**config.mk**
```make
export PLATFORM = sky130hd
export DESIGN_NAME = fetch_unit
export DESIGN_NICKNAME = d
export VERILOG_FILES = /design/src/rtl/cpu_pkg.sv /design/src/rtl/fetch_unit.sv
export SDC_FILE = /design/constraint.sdc
export NUM_CORES = 1
export LEC_CHECK = 0
export ABC_AREA = 1
export ABC_CLOCK_PERIOD_IN_PS = 3400
export BUFFER_PORTS_ARGS = -buffer_cell sky130_fd_sc_hd__clkbuf_2
export CAP_MARGIN = 5
export CORE_UTILIZATION = 59
export CTS_CLUSTER_SIZE = 14
export DETAILED_ROUTE_END_ITERATION = 16
export GPL_TIMING_DRIVEN = 0
export PLACE_DENSITY = 0.85
export SLEW_MARGIN = 20
export SYNTH_ARGS = -nofsm -noshare
export SYNTH_HDL_FRONTEND = slang
export SYNTH_SLANG_ARGS = --single-unit
```
**constraint.sdc**
```tcl
create_clock -name clk -period 3.4 [get_ports clk]
set_input_delay 0.34 -clock clk [delete_from_list [all_inputs] [get_ports clk]]
set_output_delay 0.34 -clock clk [all_outputs]
set_load 0.005 [all_outputs]
```
**src/rtl/cpu_pkg.sv**
```systemverilog
// Shared definitions for the 8-bit CPU: widths, opcode fields, fetch states.
package cpu_pkg;

  localparam int ADDR_W = 8;
  localparam int DATA_W = 8;

  // Opcode class lives in the upper nibble of the opcode byte
  localparam int OPC_HI = 7;
  localparam int OPC_LO = 4;

  localparam logic [3:0] OP_LDM = 4'hC;

  typedef enum logic [1:0] {
    VECTOR = 2'd0,
    FETCH  = 2'd1,
    IMM    = 2'd2
  } fetch_state_t;

  function automatic logic [3:0] op_class(input logic [DATA_W-1:0] op);
    return op[OPC_HI:OPC_LO];
  endfunction

  // Only LDM carries an immediate byte; every other opcode is one byte long
  function automatic logic is_two_byte(input logic [DATA_W-1:0] op);
    return op_class(op) == OP_LDM;
  endfunction

endpackage

```
**src/rtl/fetch_unit.sv**
```systemverilog
// Instruction fetch: owns the PC, assembles 1/2-byte instructions from the
// byte stream and hands them to decode through a one-entry valid/ready register.
module fetch_unit
  import cpu_pkg::*;
#(
  parameter logic [ADDR_W-1:0] RESET_PC     = 8'h00,
  parameter bit                VECTOR_FETCH = 1'b0
) (
  input  logic              clk,
  input  logic              rst,
  output logic [ADDR_W-1:0] pc,
  input  logic [DATA_W-1:0] instr_in,
  input  logic              redirect,
  input  logic [ADDR_W-1:0] redirect_pc,
  input  logic              out_ready,
  output logic              out_valid,
  output logic [DATA_W-1:0] out_instr,
  output logic [DATA_W-1:0] out_imm,
  output logic              out_two_byte,
  output logic [ADDR_W-1:0] out_pc,
  output logic [ADDR_W-1:0] out_pc_next
);

  localparam fetch_state_t RESET_STATE = VECTOR_FETCH ? VECTOR : FETCH;

  fetch_state_t      state, state_next;
  logic [ADDR_W-1:0] pc_r, pc_next, pc_inc;
  logic              valid_next;

  // Opcode of a two-byte instruction waiting for its immediate
  logic [DATA_W-1:0] held_op_p0;
  logic [ADDR_W-1:0] held_pc_p0;
  logic              capture;

  // Values to load into the output register when load is set
  logic              load;
  logic [DATA_W-1:0] ld_instr, ld_imm;
  logic              ld_two_byte;
  logic [ADDR_W-1:0] ld_pc;

  logic slot_free;

  assign pc        = pc_r;
  assign pc_inc    = pc_r + ADDR_W'(1);
  assign slot_free = !out_valid || out_ready;

  // Next-state, PC and output-register load decisions; redirect wins over all
  always_comb begin
    state_next  = state;
    pc_next     = pc_r;
    valid_next  = out_valid;
    capture     = 1'b0;
    load        = 1'b0;
    ld_instr    = held_op_p0;
    ld_imm      = instr_in;
    ld_two_byte = 1'b1;
    ld_pc       = held_pc_p0;
    if (redirect) begin
      pc_next    = redirect_pc;
      state_next = FETCH;
      valid_next = 1'b0;
    end else begin
      case (state)
        VECTOR: begin
          pc_next    = instr_in;
          state_next = FETCH;
        end
        FETCH: begin
          if (slot_free) begin
            pc_next = pc_inc;
            if (is_two_byte(instr_in)) begin
              capture    = 1'b1;
              state_next = IMM;
              valid_next = 1'b0;
            end else begin
              load        = 1'b1;
              ld_instr    = instr_in;
              ld_imm      = '0;
              ld_two_byte = 1'b0;
              ld_pc       = pc_r;
              valid_next  = 1'b1;
            end
          end
        end
        IMM: begin
          if (slot_free) begin
            load       = 1'b1;
            valid_next = 1'b1;
            pc_next    = pc_inc;
            state_next = FETCH;
          end
        end
        default: state_next = FETCH;
      endcase
    end
  end

  // Control state, PC and output register
  always_ff @(posedge clk or posedge rst) begin
    if (rst) begin
      state        <= RESET_STATE;
      pc_r         <= RESET_PC;
      out_valid    <= 1'b0;
      out_instr    <= '0;
      out_imm      <= '0;
      out_two_byte <= 1'b0;
      out_pc       <= '0;
      out_pc_next  <= '0;
    end else begin
      state     <= state_next;
      pc_r      <= pc_next;
      out_valid <= valid_next;
      if (load) begin
        out_instr    <= ld_instr;
        out_imm      <= ld_imm;
        out_two_byte <= ld_two_byte;
        out_pc       <= ld_pc;
        out_pc_next  <= pc_inc;
      end
    end
  end

  // Held opcode is qualified by the IMM state, so it needs no reset
  always_ff @(posedge clk) begin
    if (capture) begin
      held_op_p0 <= instr_in;
      held_pc_p0 <= pc_r;
    end
  end

endmodule

```
## After elaboration in Yosys (flattened, before gate mapping)

Index checks and enable logic that the tools add are counted.

| cells by class | value |
|---|---|
| add/subtract/negate cells | 1 |
| eq/ne operators | 7 |
| multiplexer cells | 36 |
| reductions and logical operators | 9 |

Operator list:

| cell | count |
|---|---|
| two-way mux 8 bit | 14 |
| one-hot mux 8 bit (2 select lines) | 1 |
| two-way mux 1 bit | 14 |
| inequality test 3 bit, second input constant | 3 |
| adder 8 x 1 -> 8 bit, second input constant | 1 |
| two-way mux 2 bit | 4 |
| AND reduction 3 bit | 2 |
| nonzero test 3 bit | 2 |
| equality test 4 bit, second input constant | 1 |
| one-hot mux 1 bit (2 select lines) | 2 |
| one-hot mux 2 bit (2 select lines) | 1 |
| inequality test 3 x 1 -> 1 bit, second input constant | 1 |
| equality test 2 x 1 -> 1 bit, second input constant | 1 |
| equality test 2 bit, second input constant | 1 |
| logical NOT 2 bit | 1 |
| AND reduction 2 bit | 1 |
| OR reduction 2 bit | 1 |
| logical NOT 1 bit | 1 |
| logical OR 1 bit | 1 |

| word-level totals | value |
|---|---|
| flip-flop bits (word level) | 60 |
| input port bits | 20 |
| output and inout bits | 42 |
| word-level logic and storage cells | 63 |

## Depth between registers and ports, before layout

Gate-level depths: netlist (run 1).

| depth | value |
|---|---|
| word-level depth | 5 |
| depth in mapped cells | 10 |
| mapped depth without buffers | 10 |

## Least setup slack after synthesis (run 1)

No wires, ideal clock.

| timing | value |
|---|---|
| path type | reg-to-reg |
| start | reg state[0] |
| end | reg held_op_p0[0], enable pin |
| setup time | 390 ps |
| data arrival time | 1,834 ps |
| data required time | 3,010 ps |
| slack | 1,176 ps |
| stages on the path, launching flop included | 6 |
| path buffers | 0 |
| clock period less this slack | 2,224 ps |
| path through | dfstp_2 > ha_1 > nand2_4 > nor2_8 > inv_1 > nor2_1 |

| on the way | value |
|---|---|
| longest elaborated chain between the ends | 3 |

Ends and longest elaborated chain:

| item | RTL line | RTL |
|---|---|---|
| start: declaration | fetch_unit.sv:26 | `fetch_state_t state, state_next;` |
| start signal: assignment | fetch_unit.sv:110 | `state <= state_next;` |
| equality test 2 x 1 -> 1 bit | fetch_unit.sv:63 | `case (state)` |
| two-way mux 1 bit | fetch_unit.sv:63 |  |
| two-way mux 1 bit | fetch_unit.sv:58 | `if (redirect) begin` |
| named net capture | fetch_unit.sv:33 | `logic capture;` |
| end signal: assignment | fetch_unit.sv:126 | `held_op_p0 <= instr_in;` |
| end: declaration | fetch_unit.sv:31 | `logic [DATA_W-1:0] held_op_p0;` |

The timed path passes the listed nets, and every way through them passes these cells.
A chain may end at the register's enable or synchronous reset.

## Worst setup path in the final report (run 1)

| timing | value |
|---|---|
| start | reg state[0] |
| end | reg held_pc_p0[3], enable pin |

| on the way | value |
|---|---|
| longest elaborated chain between the ends | 3 |

Ends and longest elaborated chain:

| item | RTL line | RTL |
|---|---|---|
| equality test 2 x 1 -> 1 bit | fetch_unit.sv:63 |  |
| two-way mux 1 bit | fetch_unit.sv:63 |  |
| two-way mux 1 bit | fetch_unit.sv:58 |  |
| named net capture | fetch_unit.sv:33 |  |
| end signal: assignment | fetch_unit.sv:127 | `held_pc_p0 <= pc_r;` |
| end: declaration | fetch_unit.sv:32 | `logic [ADDR_W-1:0] held_pc_p0;` |

The timed path passes the listed nets, and every way through them passes these cells.

==> impl_metrics.tcl, run 1 <==
set metrics [dict create \
    syn_nets 376 \
    synthToLayoutAreaGrowth_pct 20.7 \
    wl_per_cell_um 14.9 \
    synthesis.area_sq_um 3000 \
    yosysWarnings 0 \
    period_share_pct 67.9 \
    dp_hpwl_um 5180 \
    grt_max_degree 35 \
    timing.hold.ws_ns 0.215 \
    drtIter0Drc 393 \
    core_sq_um 4820 \
    placed_cell_area_sq_um 3400 \
    totalNegativeSetupSlack_ns 0 \
    cts_max_level 3 \
    rsz0062_at_grt "no" \
    grt_pass1_vias 2515 \
    ios 62 \
    worst_setup_path_start_kind "flip-flop" \
    worstPathMaxFanout 17 \
    p_sw_uw 657 \
    synthDistinctLibCells 26 \
    max_freq_mhz 433 \
    cts_buffers 9 \
    hp-class "input pin to flip-flop" \
    r2r-end "held_pc_p0[3]" \
    io_buffers 60 \
    p_comb_share_pct 23.1 \
    dr.pass1.iters 5 \
    yosysSeqAreaShare_pct 52.8 \
    clk_pin_slew_ns 0.07 \
    layout.nets 449 \
    crit_path_start "state[0]" \
    viasPerCell 5.42 \
    gp_congestion 0.884 \
    total_power_uw 2100 \
    drive_gt1_share_pct 24.7 \
    antenna_found_initial 0 \
    ant_nets 0 \
    dieArea_sq_um 5370 \
    final_common_cell "nand2_1" \
    layout_min_cycle_time_ns 2.31 \
    grt_pass1_wl_um 12000 \
    p_int_uw 1440 \
    diodes 0 \
    ys_ff_latch 60 \
    clkLatencyLatePin_ns 0.35 \
    die_w_um 73.3 \
    slew_viol_final 0 \
    final_cell_mix "nand2_1 (122), clkbuf_2 (60), dfrtp_1 (43)" \
    ctsResizeCount 0 \
    synth.largest_area_cell "dfrtp_1" \
    finClkSkew_ns 0.00804 \
    cap_violations 0 \
    power_density_nw_per_um2 581 \
    routed_wirelength_um 7400 \
    stdcell_area_sq_um 3610 \
    worstMarginPinSlew_ns 0.914 \
    reg2reg_slack_ns 1.09 \
    required_ns 3.37 \
    ff2ff_path_depth 5 \
    synthCells 352 \
    leakagePower_uw 0.00191 \
    clockPowerShare_pct 31.4 \
    initial_core_util_pct 62.2 \
    switching_share_pct 31.3 \
    row_count 25 \
    vias 2695 \
    fp.dieH_um 73.3 \
    path_class "flip-flop to flip-flop" \
    final_hold_viol_count 0 \
    postCtsSetupRepairBufs 0 \
    gr-total-overflow 0 \
    crit_end "held_pc_p0[3]" \
    synth.area.top_cells "dfrtp_1 (36%), edfxtp_1 (16%), nand2_1 (15%)" \
    cts.sinks 60 \
    r2r-start "state[0]" \
    critPathArrivalTime_ns 2.28 \
    status "finished, final reports clean" \
    cts_hold_buf 1 \
    endpoint_kind "flip-flop" \
    seqPwrFrac_pct 45.5 \
    cts_tree "built" \
    synth_top_area_share_pct 35.9 \
    avgSynthCellArea_sq_um 8.51 \
    relSlewSlack_pct 39.0 \
    drc 0 \
    root_buffer "clkbuf_8" \
    cts_max_path_buffers 2 \
    finalSetupViolations 0 \
    track_usage_pct 31.0 \
    ir_drop_mv 0.361 \
]
[critical path, cell delays in order (launching register included)]
cell,delay [ns]
dfstp_2,0.53
ha_1,0.25
nand2_4,0.09
nor2_8,0.19
inv_1,0.15
nor2_2,0.72
[kinds of logic (layout without fill, tap and decap cells)]
logic type	count (synthesis)	in the layout	share of synthesized area (%)
simple gates	203	203	30.9
flops	60	60	52.8
buf+inv	56	134	8.94
compound gates	26	26	4.80
fa+ha+maj	4	4	1.67
xor+xnor	3	3	0.877
[per-layer routing]
| layer | global-route usage, % | vias to the layer above | part of all wire [%] |
|---|---|---|---|
| met5 | 0 | - | 0 |
| met4 | 17.9 | 0 | 2.7 |
| met3 | 5.62 | 20 | 7.4 |
| met2 | 47.7 | 133 | 48 |
| met1 | 41.4 | 1256 | 42 |
| li1 | - | 1286 | - |
[registers in the layout, indices dropped and copies added, names as in the netlist]
signal	cells
out_instr	8
pc	8
out_pc_next	8
state	2
out_two_byte	1
held_pc_p0	8
out_pc	8
out_valid	1
held_op_p0	8
out_imm	8
[worst min path at each step]
stage	end	cells past startpoint	startpoint
2_1_floorplan	held_op_p0[0]	0	instr_in[0]
3_3_place_gp	out_two_byte	2	out_two_byte
3_5_place_dp	out_imm[3]	2	rst
4_1_cts	held_op_p0[3]	1	instr_in[3]
5_1_grt	held_op_p0[7]	1	instr_in[7]
6_report	held_op_p0[3]	1	instr_in[3]
[power groups by stage]
stage	logic [uW]	clock network (uW)	registers (uW)
after detailed placement	478	0	967
after global routing	545	682	971
after global placement	462	0	960
final	484	660	955
after CTS	484	657	955
after floorplan	264	0	964
[per-stage QoR]
stage                     instances  worst slack, ns  utilization [%]
after floorplan                 352             1.18                -
final                           497             1.09             75.0
after detailed placement        480             1.14             70.6
after global routing            497             1.02             75.0
after CTS                       497             1.12             75.0
after global placement          479            0.763             70.2
[synthesized netlist by cell type]
master / n
a21oi_1: 10
buf_2: 5
buf_4: 1
buf_6: 6
clkbuf_1: 3
dfrtp_1: 43
dfstp_2: 1
edfxtp_1: 16
ha_1: 4
inv_1: 36
inv_2: 4
inv_4: 1
nand2_1: 122
nand2_2: 2
nand2_4: 4
nand3_1: 29
nand4_1: 23
nor2_1: 19
nor2_4: 2
nor2_8: 1
nor4_1: 1
o21ai_0: 10
o21ai_1: 4
o21ai_4: 1
o31ai_1: 1
xor2_1: 3
[cell type report]
| type | count | area (sq um) |
|---|---|---|
| clock inverters | 4 | 47.5 |
| plain buffers | 15 | 111 |
| multi-input cells | 236 | 1150 |
| well taps | 67 | 83.8 |
| flip-flops and latches | 60 | 1580 |
| inverters | 41 | 156 |
| clock buffers | 12 | 155 |
| fillers | 370 | 1200 |
| repair buffers | 62 | 330 |
No activity file was read; power rests on OpenSTA's default activity.
==> run 2, diff against run 1 <==
- ABC_AREA: 1 -> 0
- ABC_CLOCK_PERIOD_IN_PS: 3400 -> 2250
- CORE_UTILIZATION: 59 -> 53
- PLACE_DENSITY: 0.85 -> 0.78
- clock period: 3.4 -> 2.25 ns (I/O delays scaled with it)
==> run 2 against run 1 <==
Clock skew rose by 0.0041 ns. Area after synthesis fell by 8.1%. Non-clock buffer count rose by 4. Hold slack got worse by 0.11 ns. Cell count fell by 19%. Synthesized cell count fell by 27%. Critical path depth rose by 3. Critical endpoint is now out_instr[6]. Sequential cell count did not move.
==> impl_metrics.tcl, run 2 <==
set metrics [dict create \
    status "finished, final reports clean" \
    crit_slowest_cell "dfstp_2" \
    hp-class "input pin to flip-flop" \
    critPathArrivalTime_ns 2.35 \
    critPathMaxStageDelay_ns 0.54 \
    core_sq_um 4850 \
    crit_family "flip-flops" \
    drc 0 \
    track_usage_pct 26.4 \
    grt_pass1_wl_um 10400 \
    cts_max_level 3 \
    use_met1_pct 36.7 \
    worstPathMaxFanout 10 \
    rsz0062_at_grt "no" \
    placed_cell_area_sq_um 3190 \
    cts_max_path_buffers 2 \
    slew_viol_final 0 \
    gr-total-overflow 0 \
    num-fill-cells 384 \
    syn_nets 280 \
    yosysWarnings 0 \
    stdcell_area_sq_um 3400 \
    synth.largest_area_cell "dfrtp_1" \
    die_w_um 74.1 \
    clk_pin_slew_ns 0.07 \
    synthToLayoutAreaGrowth_pct 23.4 \
    path_cells "inv_1 -> ha_1 -> nand2b_1 -> nand2b_2 -> or2_1 -> buf_2 -> clkbuf_2 -> o21ai_0" \
    initial_core_util_pct 56.8 \
    yosysSeqAreaShare_pct 57.5 \
    path_class "flip-flop to flip-flop" \
    endpoint_kind "flip-flop" \
    ios 62 \
    clkLatencyLatePin_ns 0.34 \
    ys_top_cells_by_count "o21ai_0 (62), dfrtp_1 (43), edfxtp_1 (16), nand2_1 (14), mux2i_1 (13)" \
    cap_violations 0 \
    final_core_util_pct 70.1 \
    synth.area.top_cells "dfrtp_1 (39%), edfxtp_1 (17%), o21ai_0 (11%)" \
    ys.flop_type "dfrtp_1" \
    worstMarginPinSlew_ns 0.468 \
    required_ns 2.50 \
    synthDistinctLibCells 41 \
    gr-max-usage-layer "met2" \
    vias 2254 \
    leakagePower_uw 0.00151 \
    period_share_pct 93.6 \
    cts_tree "built" \
    placedCellCount 386 \
    ys_ff_latch 60 \
    final_common_cell "clkbuf_2" \
    ir_drop_mv 0.500 \
    final_cell_mix "clkbuf_2 (65), o21ai_0 (60), dfrtp_1 (43)" \
    dp_slack_ns -0.0498 \
    ant_nets 0 \
    power_density_nw_per_um2 872 \
    dieArea_sq_um 5490 \
    synthesis.area_sq_um 2750 \
    timing.final.ws_setup_ns 0.145 \
    finalSetupViolations 0 \
    final_hold_viol_count 0 \
    drtIter0Drc 181 \
    viasPerCell 5.59 \
    finClkSkew_ns 0.0121 \
    relSlewSlack_pct 68.7 \
    dr.pass1.iters 5 \
    drive_gt1_share_pct 26.5 \
    dp_hpwl_um 4570 \
    fp.dieH_um 74.1 \
    avgSynthCellArea_sq_um 10.8 \
    synth_edf_count 16 \
    antenna_found_initial 0 \
    use_met3_pct 4.34 \
    synthCells 256 \
    cts.sinks 60 \
    layout.cells.non_filler 403 \
    layout_min_cycle_time_ns 2.11 \
    worst_setup_path_start_kind "flip-flop" \
    ys_async_sr_fraction_pct 73.3 \
    synth_top_area_share_pct 39.1 \
    grt_pass1_vias 2102 \
    diodes 0 \
    gp_congestion 0.808 \
    grt_max_degree 25 \
    routed_wirelength_um 6520 \
    max_freq_mhz 475 \
    wl_per_cell_um 16.2 \
    yosysMostFrequentCell "o21ai_0" \
    crit_buf_inv 3 \
    gr-usage-met2_pct 40.5 \
    cts_buffers 9 \
    row_count 25 \
    layout.nets 355 \
    io_buffers 61 \
    totalNegativeSetupSlack_ns 0 \
    root_buffer "clkbuf_8" \
]
==> run 2: logic make-up (layout without fill, tap and decap cells) <==
logic type | count (synthesis) | count (layout) | synth area share, %
and+or+nand+nor | 52 | 52 | 10.0
AOI/OAI and AO/OA | 99 | 99 | 20.1
buffers and inverters | 21 | 101 | 3.54
adders and majority gates | 4 | 4 | 1.82
xor gates and xnor gates | 6 | 6 | 1.91
DFF | 60 | 60 | 57.5
muxes | 14 | 14 | 5.13
==> run 2: repair_timing <==
action,4_1_cts,5_1_grt
endpoints found under the hold margin,20,0
setup endpoints to repair,6,23
setup buffers,0,0
resized for setup,1,7
hold buffers,1,0
==> run 2: worst paths after layout <==
check / start / end / slack, ns / cells past startpoint
max: state[0] / out_instr[6] / 0.14 / 8
min: redirect_pc[2] / pc[2] / 0.11 / 3
max in group asynchronous: rst / state[0] / 1.25 / 4
min reg2reg: out_pc[4] / out_pc[4] / 0.49 / 2
min in group asynchronous: rst / out_pc[4] / 0.42 / 3
max reg2reg: state[0] / out_instr[6] / 0.14 / 8
==> run 2: stage by stage <==
step	total power (uW)	hold slack, ns
3_5_place_dp	2030	0.239
5_1_grt	3110	0.129
4_1_cts	2980	0.105
2_1_floorplan	1720	0.324
6_report	2960	0.109
3_3_place_gp	1990	0.458
==> run 2: tightest hold or removal path, stage by stage <==
cell and delay, ns:
clkbuf_2 0.09, nand2_1 0.05, o31ai_1 0.05
==> run 2: metal layers <==
| layer | wire [um] | share of wire, % |
|---|---|---|
| met5 | 0 | 0 |
| met4 | 84 | 1.3 |
| met3 | 348 | 5.3 |
| met2 | 3070 | 47 |
| met1 | 3020 | 46 |
==> run 2: final cells by class <==
cell class              instances  area, sq um  area share, %
flip-flops and latches         60         1580           46.6
multi-input cells             175         1090           32.2
repair buffers                 64          350           10.3
clock buffers                  14          153           4.49
plain buffers                  17         85.1           2.50
well taps                      67         83.8           2.47
clock inverters                 2         35.0           1.03
inverters                       4         15.0          0.442
==> run 2: power by group <==
part           leakage (uW)  total, uW  internal (uW)  switching [uW]
clock             0.0000947        947            542             405
combinational      0.000721        596            276             320
sequential         0.000690       1420           1290             129
